## src/rtl/multicycle_control.sv

```systemverilog
`default_nettype none
// ============================================================================
// Module   : multicycle_control
// Purpose  : Control FSM for a multi-cycle MIPS datapath. Sequences
//            FETCH/DECODE/EXECUTE/MEM/WRITEBACK for R-type, LW, SW, BEQ,
//            BNE and J over one shared memory port with a ready handshake,
//            a wait-state timeout and a sticky FAULT state.
// Ports    : clk, rst         - clock, synchronous active-high reset
//            opcode_i         - IR[31:26], valid from the cycle after ir_write
//            mem_ready_i      - memory done/accepted this cycle
//            zero_i           - ALU zero flag
//            ir_write_o, pc_write_o, pc_src_o, i_or_d_o, mem_req_o,
//            mem_we_o, reg_dst_o, mem_to_reg_o, reg_write_o, alu_src_a_o,
//            alu_src_b_o, alu_op_o - datapath controls
//            retire_o         - pulse on the last cycle of each instruction
//            illegal_o        - pulse in DECODE on an unsupported opcode
//            fault_o          - sticky memory timeout, cleared only by rst
//            state_o          - current state encoding (debug)
// Revision : 1.0 - initial release
// ============================================================================
module multicycle_control #(
    parameter int unsigned MEM_TIMEOUT = 15,
    parameter int unsigned TO_W        = 4,
    parameter bit          ENABLE_BNE  = 1'b1,
    parameter bit          ENABLE_J    = 1'b1
) (
    input  logic       clk,
    input  logic       rst,
    input  logic [5:0] opcode_i,
    input  logic       mem_ready_i,
    input  logic       zero_i,
    output logic       ir_write_o,
    output logic       pc_write_o,
    output logic [1:0] pc_src_o,
    output logic       i_or_d_o,
    output logic       mem_req_o,
    output logic       mem_we_o,
    output logic       reg_dst_o,
    output logic       mem_to_reg_o,
    output logic       reg_write_o,
    output logic       alu_src_a_o,
    output logic [1:0] alu_src_b_o,
    output logic [2:0] alu_op_o,
    output logic       retire_o,
    output logic       illegal_o,
    output logic       fault_o,
    output logic [3:0] state_o
);

    typedef enum logic [3:0] {
        S_FETCH  = 4'd0,
        S_DECODE = 4'd1,
        S_MEMADR = 4'd2,
        S_MEMRD  = 4'd3,
        S_MEMWB  = 4'd4,
        S_MEMWR  = 4'd5,
        S_EXEC   = 4'd6,
        S_RWB    = 4'd7,
        S_BRANCH = 4'd8,
        S_JUMP   = 4'd9,
        S_FAULT  = 4'd15
    } state_t;

    localparam logic [5:0] c_OP_RTYPE = 6'b000000;
    localparam logic [5:0] c_OP_LW    = 6'b100011;
    localparam logic [5:0] c_OP_SW    = 6'b101011;
    localparam logic [5:0] c_OP_BEQ   = 6'b000100;
    localparam logic [5:0] c_OP_BNE   = 6'b000101;
    localparam logic [5:0] c_OP_J     = 6'b000010;

    localparam logic [2:0] c_ALU_ADD   = 3'b001;
    localparam logic [2:0] c_ALU_SUB   = 3'b010;
    localparam logic [2:0] c_ALU_FUNCT = 3'b100;

    state_t            state_q, state_d;
    logic [TO_W-1:0]   to_cnt_q, to_cnt_d;
    logic              w_mem_state;
    logic              w_to_hit;

    always_ff @(posedge clk) begin
        if (rst) begin
            state_q  <= S_FETCH;
            to_cnt_q <= '0;
        end else begin
            state_q  <= state_d;
            to_cnt_q <= to_cnt_d;
        end
    end

    // Wait-state counter: it only runs while a memory state waits on ready.
    // Leaving the memory states clears it, which also covers every re-entry.
    always_comb begin
        w_mem_state = (state_q == S_FETCH) || (state_q == S_MEMRD) ||
                      (state_q == S_MEMWR);
        // The current low-ready cycle would be wait number to_cnt_q+1.
        w_to_hit    = (MEM_TIMEOUT != 0) &&
                      ((32'(to_cnt_q) + 32'd1) == MEM_TIMEOUT);
        to_cnt_d    = to_cnt_q;
        if (!w_mem_state || mem_ready_i) begin
            to_cnt_d = '0;
        end else if (to_cnt_q != '1) begin
            to_cnt_d = to_cnt_q + TO_W'(1);
        end
    end

    always_comb begin
        state_d      = state_q;
        ir_write_o   = 1'b0;
        pc_write_o   = 1'b0;
        pc_src_o     = 2'b00;
        i_or_d_o     = 1'b0;
        mem_req_o    = 1'b0;
        mem_we_o     = 1'b0;
        reg_dst_o    = 1'b0;
        mem_to_reg_o = 1'b0;
        reg_write_o  = 1'b0;
        alu_src_a_o  = 1'b0;
        alu_src_b_o  = 2'b00;
        alu_op_o     = 3'b000;
        retire_o     = 1'b0;
        illegal_o    = 1'b0;
        fault_o      = 1'b0;

        case (state_q)
            S_FETCH: begin
                mem_req_o   = 1'b1;
                alu_src_b_o = 2'b01;
                alu_op_o    = c_ALU_ADD;
                if (mem_ready_i) begin
                    ir_write_o = 1'b1;
                    pc_write_o = 1'b1;
                    state_d    = S_DECODE;
                end else if (w_to_hit) begin
                    state_d = S_FAULT;
                end
            end
            S_DECODE: begin
                // Precompute the branch target into ALUOut.
                alu_src_b_o = 2'b11;
                alu_op_o    = c_ALU_ADD;
                case (opcode_i)
                    c_OP_LW, c_OP_SW: state_d = S_MEMADR;
                    c_OP_RTYPE:       state_d = S_EXEC;
                    c_OP_BEQ:         state_d = S_BRANCH;
                    c_OP_BNE: begin
                        if (ENABLE_BNE) begin
                            state_d = S_BRANCH;
                        end else begin
                            illegal_o = 1'b1;
                            state_d   = S_FETCH;
                        end
                    end
                    c_OP_J: begin
                        if (ENABLE_J) begin
                            state_d = S_JUMP;
                        end else begin
                            illegal_o = 1'b1;
                            state_d   = S_FETCH;
                        end
                    end
                    default: begin
                        illegal_o = 1'b1;
                        state_d   = S_FETCH;
                    end
                endcase
            end
            S_MEMADR: begin
                alu_src_a_o = 1'b1;
                alu_src_b_o = 2'b10;
                alu_op_o    = c_ALU_ADD;
                state_d     = (opcode_i == c_OP_SW) ? S_MEMWR : S_MEMRD;
            end
            S_MEMRD: begin
                mem_req_o = 1'b1;
                i_or_d_o  = 1'b1;
                if (mem_ready_i) begin
                    state_d = S_MEMWB;
                end else if (w_to_hit) begin
                    state_d = S_FAULT;
                end
            end
            S_MEMWB: begin
                reg_write_o  = 1'b1;
                mem_to_reg_o = 1'b1;
                retire_o     = 1'b1;
                state_d      = S_FETCH;
            end
            S_MEMWR: begin
                mem_req_o = 1'b1;
                mem_we_o  = 1'b1;
                i_or_d_o  = 1'b1;
                if (mem_ready_i) begin
                    retire_o = 1'b1;
                    state_d  = S_FETCH;
                end else if (w_to_hit) begin
                    state_d = S_FAULT;
                end
            end
            S_EXEC: begin
                alu_src_a_o = 1'b1;
                alu_op_o    = c_ALU_FUNCT;
                state_d     = S_RWB;
            end
            S_RWB: begin
                reg_write_o = 1'b1;
                reg_dst_o   = 1'b1;
                retire_o    = 1'b1;
                state_d     = S_FETCH;
            end
            S_BRANCH: begin
                alu_src_a_o = 1'b1;
                alu_op_o    = c_ALU_SUB;
                pc_src_o    = 2'b01;
                // opcode[0] distinguishes BNE from BEQ and inverts the test.
                pc_write_o  = zero_i ^ opcode_i[0];
                retire_o    = 1'b1;
                state_d     = S_FETCH;
            end
            S_JUMP: begin
                pc_src_o   = 2'b10;
                pc_write_o = 1'b1;
                retire_o   = 1'b1;
                state_d    = S_FETCH;
            end
            S_FAULT: begin
                fault_o = 1'b1;
                state_d = S_FAULT;
            end
            default: begin
                state_d = S_FETCH;
            end
        endcase

        state_o = state_q;

        // No datapath writes may happen in a reset cycle, whatever the state.
        if (rst) begin
            ir_write_o   = 1'b0;
            pc_write_o   = 1'b0;
            pc_src_o     = 2'b00;
            i_or_d_o     = 1'b0;
            mem_req_o    = 1'b0;
            mem_we_o     = 1'b0;
            reg_dst_o    = 1'b0;
            mem_to_reg_o = 1'b0;
            reg_write_o  = 1'b0;
            alu_src_a_o  = 1'b0;
            alu_src_b_o  = 2'b00;
            alu_op_o     = 3'b000;
            retire_o     = 1'b0;
            illegal_o    = 1'b0;
            fault_o      = 1'b0;
            state_o      = 4'd0;
        end
    end

endmodule
`default_nettype wire

```

## config.mk

```make
export PLATFORM = sky130hd
export DESIGN_NAME = multicycle_control
export DESIGN_NICKNAME = d
export VERILOG_FILES = /design/src/rtl/multicycle_control.sv
export SDC_FILE = /design/constraint.sdc
export NUM_CORES = 1
export LEC_CHECK = 0
export CAP_MARGIN = 30
export CORE_MARGIN = 2
export CORE_UTILIZATION = 24
export CTS_BUF_LIST = sky130_fd_sc_hd__clkbuf_8
export DETAILED_ROUTE_END_ITERATION = 10
export PLACE_DENSITY = 0.57
export RECOVER_POWER = 50
export SLEW_MARGIN = 0
export SYNTH_ARGS = -nofsm -noshare
export SYNTH_HDL_FRONTEND = slang
export SYNTH_SLANG_ARGS = --single-unit
```

## constraint.sdc

```tcl
create_clock -name clk -period 1.5 [get_ports clk]
set_input_delay 0.15 -clock clk [delete_from_list [all_inputs] [get_ports clk]]
set_output_delay 0.15 -clock clk [all_outputs]
set_load 0.02 [all_outputs]
```

==> metrics.yaml <==
final_layout:
  layout-drive-gt1-share_pct: 60.6
  fin_util_pct: 50.5
  fillers: 365
  num_antenna_cells: 0
  design.final.nets: 217
  area_delta_synth_final_pct: 101
  register_area_um2: 175
  multi_input_logic_area_um2: 911
clock_network:
  tritoncts: "built"
  cts_inserted_buffers: 3
  clk_pin_slew_ns: 0.04
  clock_sinks: 8
  cts_max_level: 1
  worstSkewPairLatency_ns: 0.23
  clk_path_buf_depth: 2
  cts_root_buffer: "sky130_fd_sc_hd__clkbuf_8"
logic_synthesis:
  synth_edf_count: 0
  most_numerous_cell_types_in_the_synthesized_netlist: "sky130_fd_sc_hd__nor2_1, sky130_fd_sc_hd__nor3_1, sky130_fd_sc_hd__a21oi_1, sky130_fd_sc_hd__dfxtp_1"
  synthMostInstantiatedCell: "sky130_fd_sc_hd__nor2_1"
  yosysTopAreaCell: "sky130_fd_sc_hd__dfxtp_1"
  synth.yosys.warnings: 0
  postSynthNetCount: 143
  syn_area_per_cell_um2: 7.02
  synth_seq_area_share_pct: 17.4
  synth.lib_cells_used.distinct: 43
  ys_top_cells_by_area: "sky130_fd_sc_hd__dfxtp_1, sky130_fd_sc_hd__nor2_1, sky130_fd_sc_hd__nor3_1"
  number_of_synthesized_register_bits: 8
  synth_area_um2: 920
  synth_cells: 131
  synth-main-ff-cell: "sky130_fd_sc_hd__dfxtp_1"
  netlist.area_leader.share_pct: 17.4
  async_flop_share_pct: 0
drt:
  detail_route.wirelength_um: 3260
  drt_first_iter_violations: 41
  drt_first_pass_iters: 4
  drt.antenna.violating_nets: 0
  drc: 0
  wl_per_cell_um: 13.0
  dr_total_vias: 1244
  via_per_inst: 4.96
timing:
  final-hold-violation-count: 0
  final_period_minus_worst_setup_slack_ns: 1.61
  worst_slack_ns: -0.110
  tightest_slew_ns: 0.314
  slew_violations: 0
  clock_skews_ns: 0.00282
  setup_viol: 7
  slew_headroom_pct: 78.9
  setup_repair_after_global_routing_missed_its_margin: "yes"
  timing.final.crit_share_pct: 107
  clock.fmax_mhz: 621
power_and_ir_drop:
  p_leak_nw: 0.816
  power.clock.fraction_pct: 32.0
  maximum_vdd_ir_drop_v: 0.000299
  power.switching_mw: 0.258
  internal_power_mw: 0.567
  power_share_of_the_sequential_group_pct: 27.4
  comb_power_share_pct: 40.7
  cellPowerDensity_nw_per_um2: 446
  power_mw: 0.825
  sw_frac_of_total_pct: 31.3
status:
  violations_in_the_final_reports: "negative setup slack"
  run_status: "complete, but fails checks"
die:
  die-height_um: 65.9
  ioPinCount: 33
  core_um2: 3660
  initial_utilization_pct: 25.1
  fp.dieW_um: 65.9
  die_area_um2: 4340
  rows: 22
global_routing:
  grt_overflow_total: 0
  grt.total_usage_pct: 14.7
  grt_start_max_net_pins: 13
  antenna_found_initial: 0
  vias_in_the_first_global_route: 1121
  wire_length_of_the_first_global_routing_pass_um: 4960
critical_path:
  biggest_fanout_along_the_worst_timing_path: 4
  worst_setup_path_end_kind: "output port"
  startpoint_type: "register"
  rr_worst_depth: 8
  worst-endpoint-arrival_ns: 1.46
  worst_setup_path_endpoint: "retire_o"
  startpoint: "state_q[1]$_SDFF_PP0_"
  rr_startpoint: "state_q[1]$_SDFF_PP0_"
  reg2reg_to: "to_cnt_q[1]$_SDFFE_PP0N_"
  ff2ff_setup_slack_ns: -0.04
  path_class: "register to output port"
  crit_required_ns: 1.35
placement:
  routability_congestion_estimate_from_global_placement: 0.797
  place.detailed.hpwl_um: 2270
  port_buffers: 32
flow_run:
  maxCapViolCount: 0
hold_path:
  timing.hold.worst.class: "input pin to register"
worst max-delay path: stages (launching register included):
cell and delay [ns]:
sky130_fd_sc_hd__dfxtp_4 0.37, sky130_fd_sc_hd__and2_4 0.15, sky130_fd_sc_hd__nor2_2 0.03, sky130_fd_sc_hd__or3_4 0.37, sky130_fd_sc_hd__a21oi_2 0.15, sky130_fd_sc_hd__buf_4 0.15
kinds of logic after synthesis:
| family | count (synthesis) | synth area share (%) |
|---|---|---|
| buf+inv | 15 | 10.3 |
| flops | 8 | 17.4 |
| fa+ha+maj | 2 | 2.72 |
| xor+xnor | 3 | 2.86 |
| compound gates | 32 | 24.8 |
| simple gates | 71 | 41.9 |
placed cells by master (no fill, tap or decap), types with 3 or more instances in the layout:
| master | count |
|---|---|
| sky130_fd_sc_hd__nand2_1 | 4 |
| sky130_fd_sc_hd__nor2_2 | 4 |
| sky130_fd_sc_hd__clkbuf_8 | 3 |
| sky130_fd_sc_hd__a21oi_2 | 4 |
| sky130_fd_sc_hd__nor2_1 | 12 |
| sky130_fd_sc_hd__clkbuf_2 | 6 |
| sky130_fd_sc_hd__nor3_4 | 3 |
| sky130_fd_sc_hd__inv_1 | 5 |
| sky130_fd_sc_hd__buf_2 | 6 |
| sky130_fd_sc_hd__dlygate4sd2_1 | 5 |
| sky130_fd_sc_hd__buf_6 | 11 |
| sky130_fd_sc_hd__nor4_1 | 3 |
| sky130_fd_sc_hd__nor3_1 | 4 |
| sky130_fd_sc_hd__and3_1 | 3 |
| sky130_fd_sc_hd__nor3_2 | 4 |
| sky130_fd_sc_hd__buf_4 | 42 |
| sky130_fd_sc_hd__nor2b_1 | 3 |
| sky130_fd_sc_hd__dfxtp_2 | 3 |
| sky130_fd_sc_hd__dfxtp_4 | 3 |
| sky130_fd_sc_hd__nand2b_1 | 3 |
| sky130_fd_sc_hd__a21oi_1 | 4 |
| sky130_fd_sc_hd__nand3_1 | 5 |
| sky130_fd_sc_hd__nor2_4 | 3 |
| sky130_fd_sc_hd__a31oi_1 | 5 |
sequential cells by signal, summed over array words and instances, names as in the netlist:
signal    cells
state_q       4
to_cnt_q      4
layout make-up:
class / instances / area share [%]
clock buffer: 3 / 2.23
tap: 48 / 3.25
inverter: 5 / 1.01
multi-input combinational: 108 / 49.2
timing repair buffer: 79 / 34.8
sequential: 8 / 9.47
metrics by stage:
step	TNS, ns	hold WS (ns)	cell area, um^2	setup WS (ns)	instances
floorplan	-0.0725	0.329	952	-0.0725	131
global placement	-9.83	0.524	1550	-0.594	240
detailed placement	-10.02	0.541	1550	-0.602	240
CTS	-0.293	0.527	1690	-0.139	249
global route	-0.943	0.434	1850	-0.136	251
finish	-0.308	0.399	1850	-0.110	251
power by group through the flow:
| stage | clock (mW) | combinational, mW | sequential [mW] |
|---|---|---|---|
| 2_1_floorplan | 0 | 0.126 | 0.232 |
| 5_1_grt | 0.274 | 0.358 | 0.226 |
| 3_3_place_gp | 0 | 0.260 | 0.229 |
| 3_5_place_dp | 0 | 0.263 | 0.229 |
| 4_1_cts | 0.268 | 0.290 | 0.226 |
| 6_report | 0.264 | 0.335 | 0.226 |
worst min path at each step:
stage | start | end | slack (ns) | cells after the start
6_report | opcode_i[1] | state_q[2]$_SDFF_PP0_ | 0.40 | 4
5_1_grt | opcode_i[1] | state_q[0]$_SDFF_PP0_ | 0.43 | 4
4_1_cts | opcode_i[1] | state_q[2]$_SDFF_PP0_ | 0.53 | 4
3_5_place_dp | to_cnt_q[2]$_SDFFE_PP0N_ | to_cnt_q[2]$_SDFFE_PP0N_ | 0.54 | 2
3_3_place_gp | to_cnt_q[2]$_SDFFE_PP0N_ | to_cnt_q[2]$_SDFFE_PP0N_ | 0.52 | 2
2_1_floorplan | opcode_i[1] | state_q[0]$_SDFF_PP0_ | 0.33 | 2
repair_timing:
action,CTS,global route
resized for setup,126,54
setup buffers,6,2
hold buffers,0,0
setup endpoints to repair,29,25
pin swaps,6,18
gates cloned,0,0
per-layer routing:
layer  global-route usage (%)  share of wire [%]  vias up
li1                         -                  -      623
met1                     18.4                 43      591
met2                     24.6                 52       24
met3                     2.21                3.3        6
met4                     6.77                1.8        0
met5                        0                  0        -
(Power assumes the default switching activity.)
